[config.mk]
export PLATFORM = sky130hd
export DESIGN_NAME = jtag_ir_dr_regs_flat
export DESIGN_NICKNAME = d
export VERILOG_FILES = /design/src/rtl/jtag_ir_dr_regs_pkg.sv /design/src/rtl/jtag_ir_dr_regs_if.sv /design/src/rtl/jtag_shift_reg.sv /design/src/rtl/jtag_ir_dr_regs.sv /design/src/flat_wrapper.sv
export SDC_FILE = /design/constraint.sdc
export NUM_CORES = 1
export LEC_CHECK = 0
export CORE_ASPECT_RATIO = 1.2
export CORE_MARGIN = 2
export CORE_UTILIZATION = 45
export CTS_CLUSTER_SIZE = 20
export DETAILED_ROUTE_END_ITERATION = 16
export HOLD_SLACK_MARGIN = 0.12
export PLACE_DENSITY = 0.8
export SYNTH_ARGS = -nofsm -noshare
export SYNTH_HDL_FRONTEND = slang
export SYNTH_SLANG_ARGS = --single-unit
export TNS_END_PERCENT = 1
[constraint.sdc]
create_clock -name tck -period 2.2 [get_ports tck]
set_input_delay 0.33 -clock tck [delete_from_list [all_inputs] [get_ports tck]]
set_output_delay 0.33 -clock tck [all_outputs]
set_load 0.05 [all_outputs]
[src/rtl/jtag_ir_dr_regs_pkg.sv]
// rtl/jtag_ir_dr_regs_pkg.sv - JTAG opcodes, IR capture pattern and DR select type
package jtag_pkg;

    localparam logic [3:0] OP_BYPASS  = 4'b1111;
    localparam logic [3:0] OP_IDCODE  = 4'b0001;
    localparam logic [3:0] OP_USER    = 4'b1000;
    localparam logic [1:0] IR_CAPTURE = 2'b01;

    typedef enum logic [1:0] {
        DR_BYPASS,
        DR_IDCODE,
        DR_USER
    } dr_sel_t;

endpackage

[src/rtl/jtag_ir_dr_regs_if.sv]
// rtl/jtag_ir_dr_regs_if.sv - TAP strobe / scan-path bundle between TAP and IR/DR block
interface jtag_ir_dr_regs_if #(
    parameter int IR_W   = 4,
    parameter int USER_W = 16
);
    logic              tdi;
    logic              cdr1;
    logic              sdr1;
    logic              udr1;
    logic              cir1;
    logic              sir1;
    logic              uir1;
    logic [USER_W-1:0] user_din;
    logic              tdo;
    logic              tdo_oe;
    logic [IR_W-1:0]   instr;
    logic [USER_W-1:0] user_dout;
    logic              user_upd;

    // TAP side: drives strobes and scan input, observes scan output
    modport master (
        output tdi, cdr1, sdr1, udr1, cir1, sir1, uir1, user_din,
        input  tdo, tdo_oe, instr, user_dout, user_upd
    );

    // Register side: consumes strobes, owns the scan path
    modport slave (
        input  tdi, cdr1, sdr1, udr1, cir1, sir1, uir1, user_din,
        output tdo, tdo_oe, instr, user_dout, user_upd
    );
endinterface

[src/rtl/jtag_shift_reg.sv]
// rtl/jtag_shift_reg.sv - capture/shift register, LSB out first, capture wins over shift
module jtag_shift_reg #(
    parameter int           W       = 4,
    parameter logic [W-1:0] RST_VAL = '0
) (
    input  logic         tck,
    input  logic         trst,
    input  logic         cap,
    input  logic         shift,
    input  logic [W-1:0] cap_val,
    input  logic         tdi,
    output logic [W-1:0] q,
    output logic         so
);

    // Parallel capture, else serial shift toward bit 0 with tdi entering at the MSB
    always_ff @(posedge tck or negedge trst) begin
        if (!trst) begin
            q <= RST_VAL;
        end else if (cap) begin
            q <= cap_val;
        end else if (shift) begin
            q <= {tdi, q[W-1:1]};
        end
    end

    assign so = q[0];

endmodule

[src/rtl/jtag_ir_dr_regs.sv]
// rtl/jtag_ir_dr_regs.sv - JTAG IR and BYPASS/IDCODE/USER DRs with scan path; USER DR gated by JTAG_USER_DR_EN
module jtag_ir_dr_regs
    import jtag_pkg::*;
#(
    parameter int          IR_W       = 4,
    parameter logic [31:0] IDCODE_VAL = 32'h1234_5677,
    parameter int          USER_W     = 16
) (
    input  logic            tck,
    input  logic            trst,
    jtag_ir_dr_regs_if.slave bus
);

    localparam logic [IR_W-1:0] OP_BYPASS_W = '1;
    localparam logic [IR_W-1:0] OP_IDCODE_W = IR_W'(OP_IDCODE);
    localparam logic [IR_W-1:0] IR_CAP_W    = IR_W'(IR_CAPTURE);

    logic [IR_W-1:0] ir_sr;
    logic            ir_so;
    logic [IR_W-1:0] instr_q;
    logic            bypass_sr;
    logic [31:0]     idcode_sr;
    logic            idcode_so;
    logic            user_so;
    dr_sel_t         dr_sel;

    // Any IR strobe blocks the whole DR group on that edge
    logic dr_ok;
    logic dr_cap;
    logic dr_shift;
    logic ir_upd;

    assign dr_ok    = ~(bus.cir1 | bus.sir1 | bus.uir1);
    assign dr_cap   = dr_ok & bus.cdr1;
    assign dr_shift = dr_ok & ~bus.cdr1 & bus.sdr1;
    assign ir_upd   = ~bus.cir1 & ~bus.sir1 & bus.uir1;

    jtag_shift_reg #(.W(IR_W), .RST_VAL('0)) u_ir (
        .tck     (tck),
        .trst    (trst),
        .cap     (bus.cir1),
        .shift   (bus.sir1),
        .cap_val (IR_CAP_W),
        .tdi     (bus.tdi),
        .q       (ir_sr),
        .so      (ir_so)
    );

    // Update latch for the instruction; resets to IDCODE so a fresh TAP reads the chip ID
    always_ff @(posedge tck or negedge trst) begin
        if (!trst) begin
            instr_q <= OP_IDCODE_W;
        end else if (ir_upd) begin
            instr_q <= ir_sr;
        end
    end

    // Instruction decode; every unknown opcode falls back to bypass
    always_comb begin
        dr_sel = DR_BYPASS;
        if (instr_q == OP_IDCODE_W) begin
            dr_sel = DR_IDCODE;
        end
`ifdef JTAG_USER_DR_EN
        else if (instr_q == IR_W'(OP_USER)) begin
            dr_sel = DR_USER;
        end
`endif
        else if (instr_q == OP_BYPASS_W) begin
            dr_sel = DR_BYPASS;
        end
    end

    // Single-flop bypass register: captures 0, shifts tdi straight through
    always_ff @(posedge tck or negedge trst) begin
        if (!trst) begin
            bypass_sr <= 1'b0;
        end else if (dr_sel == DR_BYPASS) begin
            if (dr_cap) begin
                bypass_sr <= 1'b0;
            end else if (dr_shift) begin
                bypass_sr <= bus.tdi;
            end
        end
    end

    jtag_shift_reg #(.W(32), .RST_VAL(IDCODE_VAL)) u_idcode (
        .tck     (tck),
        .trst    (trst),
        .cap     (dr_cap & (dr_sel == DR_IDCODE)),
        .shift   (dr_shift & (dr_sel == DR_IDCODE)),
        .cap_val (IDCODE_VAL),
        .tdi     (bus.tdi),
        .q       (idcode_sr),
        .so      (idcode_so)
    );

`ifdef JTAG_USER_DR_EN
    logic [USER_W-1:0] user_sr;
    logic [USER_W-1:0] user_dout_q;
    logic              user_upd_q;
    logic              dr_upd;

    assign dr_upd = dr_ok & ~bus.cdr1 & ~bus.sdr1 & bus.udr1;

    jtag_shift_reg #(.W(USER_W), .RST_VAL('0)) u_user (
        .tck     (tck),
        .trst    (trst),
        .cap     (dr_cap & (dr_sel == DR_USER)),
        .shift   (dr_shift & (dr_sel == DR_USER)),
        .cap_val (bus.user_din),
        .tdi     (bus.tdi),
        .q       (user_sr),
        .so      (user_so)
    );

    // USER update latch and its one-cycle write pulse
    always_ff @(posedge tck or negedge trst) begin
        if (!trst) begin
            user_dout_q <= '0;
            user_upd_q  <= 1'b0;
        end else begin
            user_upd_q <= dr_upd & (dr_sel == DR_USER);
            if (dr_upd && dr_sel == DR_USER) begin
                user_dout_q <= user_sr;
            end
        end
    end

    assign bus.user_dout = user_dout_q;
    assign bus.user_upd  = user_upd_q;
`else
    assign user_so       = 1'b0;
    assign bus.user_dout = '0;
    assign bus.user_upd  = 1'b0;
`endif

    logic sel_so;

    // Serial output of whichever DR the current instruction selects
    always_comb begin
        sel_so = bypass_sr;
        case (dr_sel)
            DR_IDCODE: sel_so = idcode_so;
            DR_USER:   sel_so = user_so;
            default:   sel_so = bypass_sr;
        endcase
    end

    assign bus.tdo    = bus.sir1 ? ir_so : (bus.sdr1 ? sel_so : 1'b0);
    assign bus.tdo_oe = bus.sir1 | bus.sdr1;
    assign bus.instr  = instr_q;

endmodule
[src/flat_wrapper.sv]
// flat-port wrapper written by rule: the top's interface ports become plain ports
module jtag_ir_dr_regs_flat import jtag_pkg::*;
#(
    parameter int          IR_W       = 4,
    parameter logic [31:0] IDCODE_VAL = 32'h1234_5677,
    parameter int          USER_W     = 16
)
  (tck, trst, bus_tdi, bus_cdr1, bus_sdr1, bus_udr1, bus_cir1, bus_sir1, bus_uir1, bus_user_din, bus_tdo, bus_tdo_oe, bus_instr, bus_user_dout, bus_user_upd);
  jtag_ir_dr_regs_if #(.IR_W(IR_W), .USER_W(USER_W)) bus_i ();
  input  logic tck;
  input  logic trst;
  input wire logic [$bits(bus_i.tdi)-1:0] bus_tdi;
  input wire logic [$bits(bus_i.cdr1)-1:0] bus_cdr1;
  input wire logic [$bits(bus_i.sdr1)-1:0] bus_sdr1;
  input wire logic [$bits(bus_i.udr1)-1:0] bus_udr1;
  input wire logic [$bits(bus_i.cir1)-1:0] bus_cir1;
  input wire logic [$bits(bus_i.sir1)-1:0] bus_sir1;
  input wire logic [$bits(bus_i.uir1)-1:0] bus_uir1;
  input wire logic [$bits(bus_i.user_din)-1:0] bus_user_din;
  output wire logic [$bits(bus_i.tdo)-1:0] bus_tdo;
  output wire logic [$bits(bus_i.tdo_oe)-1:0] bus_tdo_oe;
  output wire logic [$bits(bus_i.instr)-1:0] bus_instr;
  output wire logic [$bits(bus_i.user_dout)-1:0] bus_user_dout;
  output wire logic [$bits(bus_i.user_upd)-1:0] bus_user_upd;
  assign bus_i.tdi = bus_tdi;
  assign bus_i.cdr1 = bus_cdr1;
  assign bus_i.sdr1 = bus_sdr1;
  assign bus_i.udr1 = bus_udr1;
  assign bus_i.cir1 = bus_cir1;
  assign bus_i.sir1 = bus_sir1;
  assign bus_i.uir1 = bus_uir1;
  assign bus_i.user_din = bus_user_din;
  assign bus_tdo = bus_i.tdo;
  assign bus_tdo_oe = bus_i.tdo_oe;
  assign bus_instr = bus_i.instr;
  assign bus_user_dout = bus_i.user_dout;
  assign bus_user_upd = bus_i.user_upd;
  jtag_ir_dr_regs #(.IR_W(IR_W), .IDCODE_VAL(IDCODE_VAL), .USER_W(USER_W)) u_core (.tck(tck), .trst(trst), .bus(bus_i));
endmodule
Word level (Yosys, flattened, before mapping)
Index checks and enable logic that the tools add are counted.
{ "word_totals": {"ff_bits": 41, "output_inout_bits": 23, "wordCells": 36} }
{ "op_classes": {"eq_ne": 3, "n_mux": 10, "bitwise_logic": 14, "n_reduce_logical": 5} }
{ "ops": {"columns": ["operator", "count"], "rows": [
  ["32-bit 2-to-1 mux", 2],
  ["4-bit 2-to-1 mux", 2],
  ["1-bit bitwise AND", 7],
  ["2-bit nonzero test", 3],
  ["1-bit 2-to-1 mux", 5],
  ["4-bit by 1-bit == test with 1-bit output, second input constant", 1],
  ["1-bit inverter", 4],
  ["1-bit OR", 3],
  ["2-bit by 1-bit == test with 1-bit output, second input constant", 1],
  ["2-bit == test, second input constant", 1],
  ["2-bit zero test", 1],
  ["1-bit one-hot mux with 2 select lines", 1],
  ["2-bit AND reduction", 1]
]} }

Longest topological paths before layout
{ "logic_depth": {"ltp_word": 8, "mapped_depth": 6, "depth_no_buf": 3} }

Hierarchy
A second synthesis with hierarchy kept.
{ "hier_totals": {"cells_unflattened": 202, "hier_area_um2": 2170.8} }
{ "by_module_without_submodules": {"columns": ["mod", "n_inst", "cells_per_inst", "area_per_inst_um2"], "rows": [
  ["jtag_shift_reg (u_core.u_idcode)", 1, 140, 1541.5],
  ["jtag_ir_dr_regs", 1, 44, 435.4],
  ["jtag_shift_reg (u_core.u_ir)", 1, 18, 193.9]
]} }

Worst setup path after synthesis
Ideal clock, no wire load.
{ "synth_path": {"path_type": "register -> output", "startpoint": "reg u_core.instr_q[0], in the netlist u_core.bus.instr[0]", "endpoint": "out bus_tdo", "arrival_ns": 2.251, "setup_slack_ns": -0.381, "path_stages_with_launch": 4, "cell_sequence": "dfstp_2 -> nor4b_2 -> mux2i_1 -> o21ai_0"} }
{ "synth_via": {"elab_chain_len": 6} }
{ "synth_lines": {"columns": ["item", "line", "text"], "rows": [
  ["from (decl)", "jtag_ir_dr_regs.sv:20", "logic [IR_W-1:0] instr_q;"],
  ["from (signal assigned)", "jtag_ir_dr_regs.sv:54", "instr_q <= ir_sr;"],
  ["4-bit by 1-bit == test with 1-bit output *", "jtag_ir_dr_regs.sv:61", "if (instr_q == OP_IDCODE_W) begin"],
  ["1-bit 2-to-1 mux *", "jtag_ir_dr_regs.sv:61", null],
  ["2-bit == test / 2-bit by 1-bit == test with 1-bit output (equally long branches)", "jtag_ir_dr_regs.sv:143", "case (dr_sel)"],
  ["1-bit one-hot mux with 2 select lines *", "jtag_ir_dr_regs.sv:143", null],
  ["1-bit 2-to-1 mux * (2 in series)", "jtag_ir_dr_regs.sv:150", "assign bus.tdo = bus.sir1 ? ir_so : (bus.sdr1 ? sel_so : 1'b0);"],
  ["to (decl)", "flat_wrapper.sv:20", "output wire logic [$bits(bus_i.tdo)-1:0] bus_tdo;"]
]} }
Every way passes the cells marked *; elsewhere a longest branch is shown, timed or not.

Final worst setup path
Same ends and word-level chain as after synthesis.

==> summary.txt <==
Status
  – Outcome: complete, no violations

Finish
  – Filler cells: approximately 360
  – Post-layout util: 0.529
  – Multi-input gate area: 776 sq um
  – Diode count: 0
  – Storage element area: 1050 sq um
  – Share of layout cells above drive strength 1: 0.295
  – Layout Nets: 214
  – Syn-to-layout area delta: 13.2%

Clock tree
  – Post-CTS sizing: 0
  – Post-CTS Setup Repair Bufs: 0
  – Root Driver: clkbuf_8
  – Clock Tree Buf Depth: 2
  – Maximum level of the CTS H-tree: 2
  – CTS tree: yes
  – CTS buffer count: 5
  – Clock sink count: 41
  – Clk Latency, worst-skew pair: 0.28 ns
  – Reg clk slew, reported paths: 0.07 ns
  – CTS Hold Bufs: 0

Worst setup path
  – Req. time, crit path: 1.87 ns
  – Crit Path Max Fanout: 3
  – Crit-path cells: nor4b_2, mux2i_1, o21ai_2, buf_12
  – Slowest cell on crit path: dfstp_2
  – Crit start category: register
  – CP endpoint kind: primary output
  – Reg-to-reg setup timing slack: around 0.30 ns
  – Worst stage delay on the critical path: 0.54 ns
  – Data arrival, critical path: 1.73 ns
  – Setup CP Type: register to primary output

Power
  – Peak VDD IR: 0.518 mV
  – Pwr dens: 1080 nW/um^2
  – P_leak: 1.02 nW

Global routing
  – Initial antenna violation count: 0
  – GR Overflow Total: 0
  – Vias in the first global route: 1086
  – Largest net degree at the start of global routing: 42
  – First-pass GRT wire length: 4.82 mm
  – Tot GR Track Use: 0.126

Yosys
  – Mapped Cells: 170
  – Most common cell in the synthesized netlist: nor2_1
  – Sequential area share after synthesis: 0.525
  – Most used DFF post-synth: dfrtp_1
  – Synthesized flop and latch total: 41
  – Mapped Area: 1990 sq um
  – Ys async rst share: 1.00
  – Netlist cell types: 23
  – Synth area leaders: dfrtp_1 31%, dfstp_2 21%, mux2_2 11%, mux2i_1 9.5%, buf_4 6.8%
  – Synth cell count leaders: 27 x nor2_1, 25 x dfrtp_1, 19 x mux2_2, 19 x mux2i_1, 18 x buf_4
  – Synth area leader: dfrtp_1
  – Top cell type's share of synthesized area: 0.314
  – Syn Area/Cell: 11.7 sq um
  – Post-synth EDFFs: 0
  – Yosys Warn Count: 0

STA
  – RSZ-0062 raised after global routing: no
  – Minimum clock period: 2.06 ns
  – Fin crit share: 0.936
  – Fin Setup TNS: 0 ns
  – Final Slew Violations: 0
  – Relative slew slack: 0.425
  – Fin Clk Skew: approximately 0.0028 ns
  – Finish-stage setup viols: 0
  – Max Freq: 486 MHz
  – Worst slew pin tran: between 0.8 and 0.9 ns
  – Hold Vio Cnt, Final: 0

Routing
  – TritonRoute pass-1 iters: 4
  – Post-route ant nets: 0
  – Total number of vias: approximately 1100
  – Drt wl/cell: about 12 microns
  – Final routed DRC violation total: 0
  – Vias per cell: ~4.6
  – Post-Route WL: between 2 and 3 mm
  – Initial DRC count: 15

Die
  – Die Span Y: 76.9 microns
  – Placement Rows: 26
  – I/O pin cnt: 48
  – Core ar.: 4260 sq um
  – DIE AREA: 4980 sq um
  – Die width: 64.7 microns
  – Starting Density: 0.467

Placement
  – DP HPWL: between 1.5 and 2 mm
  – IO Port Bufs: 13
  – RePlAce Congestion: 0.716

Flow run
  – Number of max-cap violations: 0

Min path
  – Hold Crit Class: input port to asynchronous set/reset pin
==> critical path, delay by kind of cell (launching register included) <==
kind | cells | cell delay, ns
flip-flops | 1 | 0.54
AND/OR/NAND/NOR | 1 | 0.36
multiplexers | 1 | 0.29
buffers and inverters | 1 | 0.15
AO/OA/AOI/OAI | 1 | 0.11
==> path summary, 6_finish.rpt <==
check / from / endpoint / cells after the start
setup / recovery: u_core.bus.instr[0] / bus_tdo / 4
hold / removal: trst / u_core.u_ir.q[1] / 1
setup reg to reg: u_core.bus.instr[0] / u_core.u_idcode.q[23] / 4
hold reg to reg: u_core.u_idcode.q[21] / u_core.u_idcode.q[21] / 2
max in group asynchronous: trst / u_core.u_idcode.q[13] / 1
min in group tck: u_core.u_idcode.q[21] / u_core.u_idcode.q[21] / 2
==> cells in the final DEF (no fill, tap or decap) <==
cell | netlist | routed
a211o_1 | 1 | 1
buf_12 | 0 | 4
buf_2 | 4 | 1
buf_4 | 18 | 5
clkbuf_1 | 0 | 2
clkbuf_8 | 0 | 5
clkdlybuf4s50_1 | 0 | 10
clkinvlp_4 | 0 | 1
conb_1 | 1 | 17
dfrtp_1 | 25 | 25
dfstp_2 | 16 | 16
inv_1 | 15 | 15
mux2_1 | 3 | 3
mux2_2 | 19 | 19
mux2i_1 | 19 | 19
nand2_1 | 1 | 1
nand2b_1 | 1 | 1
nor2_1 | 27 | 27
nor2b_1 | 10 | 10
nor3_1 | 1 | 1
nor3b_1 | 1 | 1
nor3b_4 | 1 | 1
nor4b_2 | 1 | 1
nor4b_4 | 1 | 1
o21ai_2 | 0 | 1
or2_2 | 1 | 1
or3_1 | 1 | 1
==> power by group <==
| group | switching [mW] | internal [mW] |
|---|---|---|
| combinational | 0.356 | 0.342 |
| sequential | 0.131 | 1.14 |
| clock | 0.239 | 0.224 |
==> per-stage QoR <==
step	instances	worst slack (ns)	total power, mW	instance area, sq um	hold slack [ns]
floorplan	186	0.194	1.83	2060	0.0344
global placement	238	0.0749	1.94	2170	0.452
detailed placement	238	0.0312	1.99	2170	0.458
CTS	246	0.133	2.47	2250	0.181
global route	246	0.0298	2.60	2250	0.223
finish	246	0.140	2.43	2250	0.155
==> layer usage <==
metal | share of wire | global-route usage
met1 | 0.44 | 0.151
met2 | 0.52 | 0.207
met3 | 0.025 | 0.0352
met4 | 0.020 | 0.0574
met5 | 0 | 0
==> registers in the layout, summed over array words and instances (netlist names) <==
register / count
u_core.bypass_sr: 1
u_core.bus.instr: 4
u_core.u_idcode.q: 32
u_core.u_ir.q: 4
==> layout make-up <==
| cell class | instances | area share |
|---|---|---|
| Sequential cell | 41 | 0.464 |
| Multi-Input combinational cell | 106 | 0.344 |
| Timing Repair Buffer | 20 | 0.0988 |
| Clock buffer | 7 | 0.0339 |
| Tap cell | 56 | 0.0311 |
| Inverter | 15 | 0.0250 |
| Clock inverter | 1 | 0.00333 |
==> cell families after synthesis <==
| family | after synthesis | synth area share |
|---|---|---|
| AO/OA/AOI/OAI | 2 | 0.00691 |
| other | 1 | 0.00188 |
| buffers and inverters | 39 | 0.117 |
| multiplexers | 41 | 0.220 |
| AND/OR/NAND/NOR | 46 | 0.129 |
| flip-flops | 41 | 0.525 |
(Power assumes the default switching activity.)
==> edit, RTL diff (config.mk and constraints unchanged) <==
`USER_W` is set to 16 in 3 places; all go to 12.
--- a/src/rtl/jtag_ir_dr_regs_if.sv
+++ b/src/rtl/jtag_ir_dr_regs_if.sv
@@ -3,3 +3,3 @@
     parameter int IR_W   = 4,
-    parameter int USER_W = 16
+    parameter int USER_W = 12
 );
--- a/src/rtl/jtag_ir_dr_regs.sv
+++ b/src/rtl/jtag_ir_dr_regs.sv
@@ -6,3 +6,3 @@
     parameter logic [31:0] IDCODE_VAL = 32'h1234_5677,
-    parameter int          USER_W     = 16
+    parameter int          USER_W     = 12
 ) (
--- a/src/flat_wrapper.sv
+++ b/src/flat_wrapper.sv
@@ -5,3 +5,3 @@
     parameter logic [31:0] IDCODE_VAL = 32'h1234_5677,
-    parameter int          USER_W     = 16
+    parameter int          USER_W     = 12
 )
Ports: changed (resized bus_user_din and bus_user_dout); port bits go from 48 to 40. No check against the original RTL was run, so the function may have changed too.
==> edit against the unedited design <==
- sequential cell count is the same
- total power grew 3.7%
- synthesized area shrank 1.5%
- via count shrank 1.1%
- routed wire length shrank 6.7%
- worst setup slack gained 67 ps
- global-route usage is essentially flat
- design area grew 0.78%
- sequential share of layout area shrank 0.36 points
- highest routed layer unchanged
==> edit: results (changes against the unedited design) <==
| Metric | Value |
|---|---|
| Drt total wl | 2700 um (was 2890 um) |
| Reg2reg setup slack | 390 ps (was 300 ps) |
| Fraction of area in multi-input gates | 0.339 (was 0.344) |
| FF+latch count | 41 (unchanged) |
| Sequential area share after synthesis | 0.533 (was 0.525) |
| Data buffer area share | 0.0980 (was 0.0988) |
| Fillers | 362 (was 358) |
| Reg with most FFs | u_core.u_idcode.q (unchanged) |
| Clock period minus worst slack | 1990 ps (was 2060 ps) |
| Final clock-cell share | 0.0474 (was 0.0372) |
| Gr usage total | 0.126 (about the same) |
| DRT iter0 DRCs | 14 (was 15) |
| Layout cell share with drive strength beyond 1 | 0.306 (was 0.295) |
| Via density | 4.59 (was 4.57) |
| Leak pwr | 1.03 nW (was 1.02 nW) |
| Top cells by count, synth | nor2_1, dfrtp_1, mux2_2, mux2i_1, dfstp_2 (was nor2_1, dfrtp_1, mux2_2, mux2i_1, buf_4) |
| Synth Instances | 166 (was 170) |
| Placer congestion estimate | 0.725 (was 0.716) |
| # nets final | 206 (was 214) |
| DP Cell Count | 234 (was 238) |
| Status | finished, final reports clean (unchanged) |
| Largest net degree at the start of global routing | 42 (unchanged) |
| Multi-input gates | 102 (was 106) |
| Peak supply drop | 0.779 mV (was 0.518 mV) |
| Vias in the first global route | 1,119 (was 1,086) |
| Compound-gate portion of the synthesized area | 0.00702 (was 0.00691) |
| Worst clock skew | 4.59 ps (was 2.80 ps) |
| Top post-synthesis cells by area | dfrtp_1, dfstp_2, mux2_2 (unchanged) |
| WL/cell | 11.1 um (was 11.7 um) |
| First-pass GRT wire length | 4910 um (was 4820 um) |
| Multiplexer share of the synthesized area | 0.223 (was 0.220) |
| Adder-cell share of the synthesized area | 0 (unchanged) |
| Worst EP arrival | 1660 ps (was 1730 ps) |
| DP HPWL | 1860 um (was 1970 um) |
| Reg2reg end | u_core.u_idcode.q[15] (was u_core.u_idcode.q[23]) |
==> edit: changes by cell type in the layout (fill, tap and decap cells not counted), sizes merged <==
cell      delta
conb         -4
clkinv       +1
clkinvlp     -1
clkbuf       -1
bufinv       +1
==> edit: how the worst max path moves through the flow <==
stage	startpoint	to	slack [ps]	cells after the start
after global routing	u_core.bus.instr[0]	bus_tdo	100	4
final	u_core.bus.instr[0]	bus_tdo	210	4
after CTS	u_core.bus.instr[0]	bus_tdo	80	4
after floorplan	u_core.bus.instr[0]	u_core.u_idcode.q[26]	190	4
after global placement	bus_uir1	u_core.u_idcode.q[11]	70	5
after detailed placement	bus_uir1	u_core.u_idcode.q[15]	50	5
==> edit: power by group <==
group	switching, mW	total, mW	leakage [nW]	internal [mW]
clock	0.232	0.568	0.0552	0.336
combinational	0.337	0.684	0.490	0.346
sequential	0.131	1.27	0.482	1.14
==> edit: worst register-to-register path, cell delays in order, from the launching register on <==
cell     delay (ps)
dfstp_2         540
nor4b_4         280
nor3b_4         280
buf_12          230
mux2_2          370
==> edit: routing by layer <==
| metal | up-vias | share of wire | track usage |
|---|---|---|---|
| li1 | 546 | - | - |
| met1 | 542 | 0.44 | 0.156 |
| met2 | 18 | 0.52 | 0.211 |
| met3 | 5 | 0.024 | 0.0266 |
| met4 | 0 | 0.020 | 0.0511 |
| met5 | - | 0 | 0 |
==> edit: metrics by stage <==
stage	instance area (sq um)	hold WS, ps	worst slack [ps]	power (mW)
2_1_floorplan	2010	34.4	194	1.81
3_3_place_gp	2160	453	73.1	1.93
3_5_place_dp	2160	459	49.4	1.97
4_1_cts	2260	168	76.9	2.56
5_1_grt	2270	226	102	2.71
6_report	2270	148	207	2.52
